**src/rtl/ts_packet_collector.sv**
```systemverilog
// ts_packet_collector
//
// Collects a byte-serial MPEG-TS stream into whole packets for the CSA
// descrambler. The collector hunts for the 0x47 sync byte, gathers one packet
// with the first byte at the MSB of pkt_data, and latches the scrambling-
// control bits and PID. It then presents the packet on a valid/ready handshake
// and holds it stable until it is taken. Sync lock is tracked with a
// saturating count of consecutive packets that start on 0x47.
//
// Ports:
//   clk         in   system clock, rising edge
//   rst_n       in   asynchronous active-low reset
//   byte_in     in   [7:0] stream byte
//   byte_valid  in   byte_in valid this cycle (no input backpressure)
//   pkt_data    out  [8*PKT_BYTES-1:0] packet, byte k at [W-1-8k -: 8]
//   pkt_valid   out  packet and header outputs valid and stable
//   pkt_ready   in   downstream accepts the packet
//   pkt_sc      out  [1:0] transport_scrambling_control (byte 3 [7:6])
//   pkt_pid     out  [12:0] PID ({byte 1 [4:0], byte 2})
//   locked      out  sync lock status
//   sync_loss   out  one-cycle pulse when lock is lost
//   overflow    out  one-cycle pulse when an input byte is dropped
module ts_packet_collector #(
  parameter int PKT_BYTES = 188,
  parameter int LOCK_PKTS = 3
) (
  input  logic                     clk,
  input  logic                     rst_n,
  input  logic [7:0]               byte_in,
  input  logic                     byte_valid,
  output logic [8*PKT_BYTES-1:0]   pkt_data,
  output logic                     pkt_valid,
  input  logic                     pkt_ready,
  output logic [1:0]               pkt_sc,
  output logic [12:0]              pkt_pid,
  output logic                     locked,
  output logic                     sync_loss,
  output logic                     overflow
);

  localparam int         DATA_W    = 8 * PKT_BYTES;
  localparam logic [7:0] SYNC_BYTE = 8'h47;
  localparam logic [7:0] LAST_IDX  = 8'(PKT_BYTES - 1);
  localparam logic [3:0] LOCK_CNT  = 4'(LOCK_PKTS);

  typedef enum logic [1:0] {
    HUNT    = 2'd0,
    COLLECT = 2'd1,
    HOLD    = 2'd2,
    EXPECT  = 2'd3
  } state_t;

  state_t              state_q, state_d;
  logic [7:0]          idx_q, idx_d;
  logic [3:0]          good_cnt_q, good_cnt_d;
  logic [DATA_W-1:0]   pkt_data_q, pkt_data_d;
  logic                pkt_valid_q, pkt_valid_d;
  logic [1:0]          pkt_sc_q, pkt_sc_d;
  logic [12:0]         pkt_pid_q, pkt_pid_d;
  logic                locked_q, locked_d;
  logic                sync_loss_q, sync_loss_d;
  logic                overflow_q, overflow_d;

  // Packet buffer is a shift register: after PKT_BYTES shifts the first byte
  // sits at the MSB, so no per-index write decode is needed.
  logic [DATA_W-1:0]   pkt_shift;
  logic                expect_step;

  assign pkt_shift = {pkt_data_q[DATA_W-9:0], byte_in};

  // Next-state and next-output computation for the collector FSM.
  always_comb begin
    state_d     = state_q;
    idx_d       = idx_q;
    good_cnt_d  = good_cnt_q;
    pkt_data_d  = pkt_data_q;
    pkt_valid_d = pkt_valid_q;
    pkt_sc_d    = pkt_sc_q;
    pkt_pid_d   = pkt_pid_q;
    sync_loss_d = 1'b0;
    overflow_d  = 1'b0;
    expect_step = 1'b0;

    case (state_q)
      HUNT: begin
        if (byte_valid && (byte_in == SYNC_BYTE)) begin
          pkt_data_d = pkt_shift;
          idx_d      = 8'd1;
          good_cnt_d = 4'd1;
          state_d    = COLLECT;
        end else begin
          state_d = HUNT;
        end
      end
      COLLECT: begin
        if (byte_valid) begin
          pkt_data_d = pkt_shift;
          idx_d      = idx_q + 8'd1;
          if (idx_q == LAST_IDX) begin
            // Header fields are taken from the buffer as it will be after
            // this final shift, i.e. with byte 0 at the MSB.
            pkt_pid_d   = {pkt_shift[DATA_W-12 -: 5], pkt_shift[DATA_W-17 -: 8]};
            pkt_sc_d    = pkt_shift[DATA_W-25 -: 2];
            pkt_valid_d = 1'b1;
            state_d     = HOLD;
          end else begin
            state_d = COLLECT;
          end
        end else begin
          state_d = COLLECT;
        end
      end
      HOLD: begin
        if (pkt_ready) begin
          // A byte on the handshake cycle is treated as the first byte
          // after the packet, so back-to-back packets lose nothing.
          pkt_valid_d = 1'b0;
          state_d     = EXPECT;
          expect_step = byte_valid;
        end else begin
          overflow_d = byte_valid;
          state_d    = HOLD;
        end
      end
      EXPECT: begin
        expect_step = byte_valid;
      end
      default: begin
        state_d = HUNT;
      end
    endcase

    if (expect_step) begin
      if (byte_in == SYNC_BYTE) begin
        good_cnt_d = (good_cnt_q < LOCK_CNT) ? (good_cnt_q + 4'd1) : LOCK_CNT;
        pkt_data_d = pkt_shift;
        idx_d      = 8'd1;
        state_d    = COLLECT;
      end else begin
        good_cnt_d  = 4'd0;
        sync_loss_d = locked_q;
        state_d     = HUNT;
      end
    end else begin
      sync_loss_d = 1'b0;
    end

    locked_d = (good_cnt_d == LOCK_CNT);
  end

  // State and registered outputs.
  always_ff @(posedge clk or negedge rst_n) begin
    if (!rst_n) begin
      state_q     <= HUNT;
      idx_q       <= 8'd0;
      good_cnt_q  <= 4'd0;
      pkt_data_q  <= '0;
      pkt_valid_q <= 1'b0;
      pkt_sc_q    <= 2'd0;
      pkt_pid_q   <= 13'd0;
      locked_q    <= 1'b0;
      sync_loss_q <= 1'b0;
      overflow_q  <= 1'b0;
    end else begin
      state_q     <= state_d;
      idx_q       <= idx_d;
      good_cnt_q  <= good_cnt_d;
      pkt_data_q  <= pkt_data_d;
      pkt_valid_q <= pkt_valid_d;
      pkt_sc_q    <= pkt_sc_d;
      pkt_pid_q   <= pkt_pid_d;
      locked_q    <= locked_d;
      sync_loss_q <= sync_loss_d;
      overflow_q  <= overflow_d;
    end
  end

  assign pkt_data  = pkt_data_q;
  assign pkt_valid = pkt_valid_q;
  assign pkt_sc    = pkt_sc_q;
  assign pkt_pid   = pkt_pid_q;
  assign locked    = locked_q;
  assign sync_loss = sync_loss_q;
  assign overflow  = overflow_q;

endmodule

```
**config.mk**
```make
export PLATFORM = sky130hd
export DESIGN_NAME = ts_packet_collector
export DESIGN_NICKNAME = d
export VERILOG_FILES = /design/src/rtl/ts_packet_collector.sv
export SDC_FILE = /design/constraint.sdc
export NUM_CORES = 2
export LEC_CHECK = 0
export CORE_AREA = 10 10 589 591
export CTS_CLUSTER_SIZE = 8
export DETAILED_ROUTE_END_ITERATION = 7
export DIE_AREA = 0 0 599 601
export DONT_BUFFER_PORTS = 1
export HOLD_SLACK_MARGIN = 0.03
export PLACE_DENSITY = 0.3
export SLEW_MARGIN = 20
export SYNTH_ARGS = -nofsm -noshare
export SYNTH_HDL_FRONTEND = slang
export SYNTH_SLANG_ARGS = --single-unit
export TNS_END_PERCENT = 100
```
**constraint.sdc**
```tcl
create_clock -name clk -period 2.98 [get_ports clk]
set_input_delay 0.596 -clock clk [delete_from_list [all_inputs] [get_ports clk]]
set_output_delay 0.596 -clock clk [all_outputs]
set_load 0.05 [all_outputs]
```
=== Word level (Yosys, flattened, before mapping) ===
Index checks and enable logic that the tools add are counted.

* Register bits: 1537
* Latch bits: 0
* Bits in writable memories: 0
* Memory bits (read-only): 0
* Bits of input ports: 12
* Output and inout port bits: 1523
* Logic and storage cells: 60
* Memories: 0

* $add $sub $neg: 2
* Multiply operators: 0
* Divide/modulo/power cells: 0
* Order comparisons: 1
* Eq/ne operators: 9
* Shift operators: 0
* Mux-type cells: 32
* Bitwise logic cells: 0
* Reduce and logical (&&, ||, !) cells: 6

{| class="wikitable"
|+ Operator list
! cell !! number
|-
| two-way mux 1504 bit || 4
|-
| case mux 1504 bit (2 select lines) || 1
|-
| two-way mux 8 bit || 4
|-
| two-way mux 4 bit || 5
|-
| case mux 8 bit (2 select lines) || 1
|-
| two-way mux 1 bit || 11
|-
| adder 8 x 1 -> 8 bit, second input constant || 1
|-
| == test 8 x 7 -> 1 bit, second input constant || 1
|-
| == test 8 bit, second input constant || 1
|-
| two-way mux 2 bit || 3
|-
| inequality test 2 bit, second input constant || 3
|-
| case mux 2 bit (3 select lines) || 1
|-
| adder 4 x 1 -> 4 bit, second input constant || 1
|-
| == test 2 bit, second input constant || 2
|-
| == test 4 x 2 -> 1 bit, second input constant || 1
|-
| less-than comparator 4 x 2 -> 1 bit, second input constant || 1
|-
| case mux 1 bit (2 select lines) || 2
|-
| AND reduction 4 bit || 1
|-
| nonzero test 4 bit || 1
|-
| AND reduction 3 bit || 1
|-
| == test 2 x 1 -> 1 bit, second input constant || 1
|-
| zero test 2 bit || 1
|-
| nonzero test 2 bit || 1
|-
| logical AND 1 bit || 1
|}

=== Longest topological paths before layout ===
* Depth in word-level cells: 6
* Depth in mapped cells: 10
* Gate-level depth less buffers: 6

=== Worst setup path before layout ===
Ideal clock, no wire load.

* Path type: register to register
* Start point: reg state_q[0]
* End point: reg pkt_data_q[653], in the netlist pkt_data[653]
* Library setup time: 0.121 ns
* Arrival: 2.063 ns
* Required time: 2.859 ns
* Path slack: 0.796 ns
* Cell stages (with the launch flop): 11
* Buffers on the path: 4
* Clock period less this slack: 2.184 ns
* Cell sequence: dfrtp_1 > inv_1 > ha_1 > and2_1 > o311a_4 > o21a_1 > buf_2 > buf_12 > buf_8 > buf_4 > a22o_1

* Longest elaborated chain between the ends: 4
* Elaborated cells on any way between the ends: 8
* Those cells by class: 3 x eq/ne; 4 x mux; 1 x reduce/logical

{| class="wikitable"
|+ Ends and longest elaborated chain
! element !! line !! text
|-
| start, declared || 53 || <nowiki>state_t state_q, state_d;</nowiki>
|-
| start signal, assigned || 165 || <nowiki>state_q <= state_d;</nowiki>
|-
| == test 2 x 1 -> 1 bit / zero test 2 bit (equally long branches) || 84 || <nowiki>case (state_q)</nowiki>
|-
| case mux 1504 bit (2 select lines) || 84 ||
|-
| two-way mux 1504 bit || 134 || <nowiki>if (byte_in == SYNC_BYTE) begin</nowiki>
|-
| two-way mux 1504 bit * || 133 || <nowiki>if (expect_step) begin</nowiki>
|-
| named net pkt_data_d[653] || 56 || <nowiki>logic [DATA_W-1:0] pkt_data_q, pkt_data_d;</nowiki>
|-
| end signal, assigned || 168 || <nowiki>pkt_data_q <= pkt_data_d;</nowiki>
|-
| end, declared || 56 ||
|}

Mark *: on every way through the listed nets, which the timed path passes. The rest lies on a longest branch.
A chain may end at the register's enable or synchronous reset.

=== Final worst setup path ===
* Start point: reg state_q[0]
* End point: reg pkt_data_q[156], in the netlist pkt_data[156]

Same word-level chain as after synthesis.

==> impl_metrics.json <==
{
  "status": "finished with violations",
  "violations": "negative hold slack",
  "hpwl_um": 192000,
  "synth_nets": 3548,
  "antenna_found_initial": 7,
  "area_delta_synth_final_pct": 20.7,
  "clk_latency_ns": 0.89,
  "max_freq_mhz": 360,
  "reg2reg_slack_ns": 0.20,
  "cts_buffer_depth": 4,
  "clk_pin_slew_ns": 0.05,
  "design_area_sq_mm": 0.0664,
  "final_hold_viol_count": 171,
  "drt-wirelength-per-cell_um": 32.2,
  "finalCritPeriodShare": 0.932,
  "post-route-util": 0.198,
  "yosys.area.top_type": "dfrtp_1",
  "rsz0062_at_grt": "false",
  "numClockSinks": 1537,
  "cts-root-buf": "clkbuf_16",
  "io_pins": 1535,
  "internal_power_mw": 34.9,
  "critical-path-max-stage-delay_ns": 0.42,
  "postCtsSetupBuffers": 0,
  "end_kind": "flip-flop",
  "tightest_slew_ns": 0.967,
  "maxCapViolations": 0,
  "grt_overflow": 0,
  "switching_share": 0.272,
  "ys_ff_latch": 1537,
  "yosysUniqueCellTypes": 53,
  "hp-class": "primary input to async pin",
  "pwr-share-seq": 0.479,
  "critPathLaunchType": "flip-flop",
  "hold_ws_ns": -0.580,
  "place_ws_ns": -1.43,
  "via_per_inst": 4.28,
  "synth_cells": 3530,
  "crit_buf_inv": 4,
  "ys_seq_area_frac": 0.699,
  "placed_area_sq_mm": 0.0601,
  "gr-usage-all-layers": 0.135,
  "coreArea_sq_mm": 0.335,
  "start_util": 0.164,
  "antenna_left": 0,
  "die-area_sq_mm": 0.360,
  "max-slew-margin-rel": 0.355,
  "dr.pass1.iters": 5,
  "die_h_um": 601,
  "syn_area_sq_mm": 0.0550,
  "yosysWarnings": 0,
  "path_class": "flip-flop to flip-flop",
  "r2r_cells": 9,
  "syn_area_per_cell_sq_um": 15.6,
  "cts_buffers": 216,
  "grt_start_max_net_pins": 203,
  "crit_chain": "inv_1 -> ha_1 -> and2_1 -> o311a_4 -> o21ai_4 -> buf_12 -> buf_12 -> buf_4 -> a22o_1",
  "power_density_mw_per_mm2": 723,
  "port_buffers": 0,
  "drive_gt1_frac": 0.115,
  "grt_pass1_vias": 34291,
  "totalWireLength_um": 259000,
  "pwr-share-comb": 0.055,
  "fp.dieW_um": 599,
  "synth_ff_type": "dfrtp_1",
  "cts_tree": "built",
  "via_count": 34409,
  "cp_common_cell": "buf_12",
  "finalSetupViolCount": 0,
  "crit_required_ns": 3.76,
  "fin_crit_ns": 2.78,
  "peakVddDrop_uv": 410,
  "grt_pass1_wl_um": 345000,
  "fin_skew_ns": 0.0645,
  "arrival_ns": 3.55,
  "finalMaxSlewViolations": 0,
  "critPathTopFamily": "buffers and inverters",
  "initialDrtViolationCount": 3008,
  "nNetsFinal": 3619,
  "cp_max_fo": 51,
  "gp_congestion": 0.820,
  "leakage_nw": 30.8,
  "yosys.area.top_type_share": 0.699,
  "worst_slack_ns": 0.204,
  "crit_slowest_cell": "buf_4",
  "synth_area_leaders": "dfrtp_1 (70%), a22o_1 (24%), buf_6 (2.2%)",
  "synth_edf_count": 0,
  "switching_power_mw": 13.0,
  "htree_levels": 4,
  "async_reset_ff_frac": 1.00,
  "cp.depth": 9,
  "rows": 213,
  "drc": 0,
  "clkPwrFrac": 0.466
}
-- routing by layer --
layer  track usage  wire length, um  up-vias  share of wire
li1              -                -    13854              -
met1         0.147            92200    18928           0.36
met2         0.248           138000     1366           0.53
met3        0.0519            23800      261          0.092
met4        0.0270             5130        0          0.020
met5             0                0        -              0
-- through the flow --
| stage | std cells | power [mW] | TNS, ns |
|---|---|---|---|
| floorplan | 3530 | 24.6 | 0 |
| global placement | 7760 | 26.0 | -468.65 |
| detailed placement | 7760 | 26.0 | -467.29 |
| CTS | 8015 | 48.9 | 0 |
| global route | 8032 | 49.9 | 0 |
| finish | 8035 | 48.0 | 0 |
-- cell usage after synthesis, drive strengths merged, types with 3 or more instances --
cell type  number
or4             3
buf           306
a311oi          4
nand3           7
a31oi           3
o21ai           9
nand2          60
a22o         1502
dfrtp        1537
nor4            3
inv             6
clkbuf         33
nor2           10
and3            6
ha              6
-- repair_timing --
item                                    in CTS  in global routing
endpoints found under the setup margin     204                340
resized for setup                            0                  1
endpoints found under the hold margin      584                311
hold buffers                                12                  9
gates cloned                                 2                  3
-- cell type report --
| cell class | count | area [sq um] |
|---|---|---|
| fillers | 35722 | 269000 |
| flip-flops and latches | 1537 | 38500 |
| multi-input cells | 1648 | 14100 |
| clock buffers | 230 | 5520 |
| well taps | 4407 | 5510 |
| repair buffers | 192 | 2550 |
| clock inverters | 11 | 233 |
| inverters | 6 | 22.5 |
| diodes | 4 | 10.0 |
-- power by group through the flow --
stage          logic [mW]  registers (mW)  clock network (mW)
2_1_floorplan        1.78            22.8                   0
3_3_place_gp         2.57            23.4                   0
3_5_place_dp         2.57            23.4                   0
4_1_cts              2.62            23.0                23.2
5_1_grt              2.89            23.0                24.0
6_report             2.62            23.0                22.4
-- final timing paths --
kind,from,to
hold reg to reg,idx_q[7],idx_q[7]
setup / recovery,state_q[0],pkt_data[156]
min in group clk,byte_valid,good_cnt_q[0]
setup reg to reg,state_q[0],pkt_data[156]
hold / removal,rst_n,pkt_data[963]
max in group asynchronous,rst_n,pkt_data[121]
-- worst reg2reg max path, stage by stage, from the launching register on --
cell and delay, ns:
dfrtp_1 0.39, inv_1 0.10, ha_1 0.27, and2_1 0.20
o311a_4 0.33, o21ai_4 0.21, buf_12 0.21, buf_12 0.32
buf_4 0.46, a22o_1 0.24
-- state kept, by name, indices dropped and copies added, names as in the netlist --
signal	cells
pkt_data	1504
pkt_pid	13
idx_q	8
good_cnt_q	4
pkt_sc	2
state_q	2
locked	1
overflow	1
pkt_valid	1
sync_loss	1
-- layout by cell type, fill, tap and decap left out, types with 2 or more instances in the layout --
| cell type | netlist | routed |
|---|---|---|
| nand4b_1 | 2 | 2 |
| dfrtp_1 | 1537 | 1537 |
| nand2_1 | 60 | 60 |
| clkbuf_16 | 0 | 220 |
| diode_2 | 0 | 4 |
| buf_4 | 32 | 104 |
| nor4_4 | 1 | 2 |
| a21o_1 | 2 | 2 |
| clkinv_2 | 0 | 2 |
| and2_1 | 2 | 2 |
| o21ai_0 | 7 | 7 |
| clkbuf_8 | 0 | 4 |
| clkbuf_1 | 33 | 9 |
| nand3_1 | 7 | 7 |
| inv_1 | 6 | 6 |
| xnor2_1 | 2 | 2 |
| dlygate4sd3_1 | 0 | 15 |
| ha_1 | 6 | 6 |
| a22o_1 | 1502 | 1502 |
| or4_1 | 3 | 3 |
| a31oi_1 | 3 | 3 |
| buf_16 | 0 | 17 |
| buf_12 | 1 | 52 |
| clkinv_8 | 0 | 2 |
| clkinv_16 | 0 | 5 |
| a311oi_1 | 4 | 4 |
| nor2_1 | 10 | 10 |
| nor3_1 | 2 | 2 |
| nor3b_1 | 2 | 2 |
| and3_1 | 6 | 6 |
| inv_16 | 0 | 2 |
-- logic make-up (layout without fill, tap and decap cells) --
group	count (synthesis)	after routing	synth area share
adder cells (fa/ha/maj)	6	6	0.00136
other	0	4	0
AO/OA/AOI/OAI	1535	1535	0.244
XOR/XNOR	2	2	0.000319
flip-flops	1537	1537	0.699
buffers and inverters	345	439	0.0453
AND/OR/NAND/NOR	104	104	0.00962
multiplexers	1	1	0.000182
Note: power is estimated with default switching activity, not from simulation.
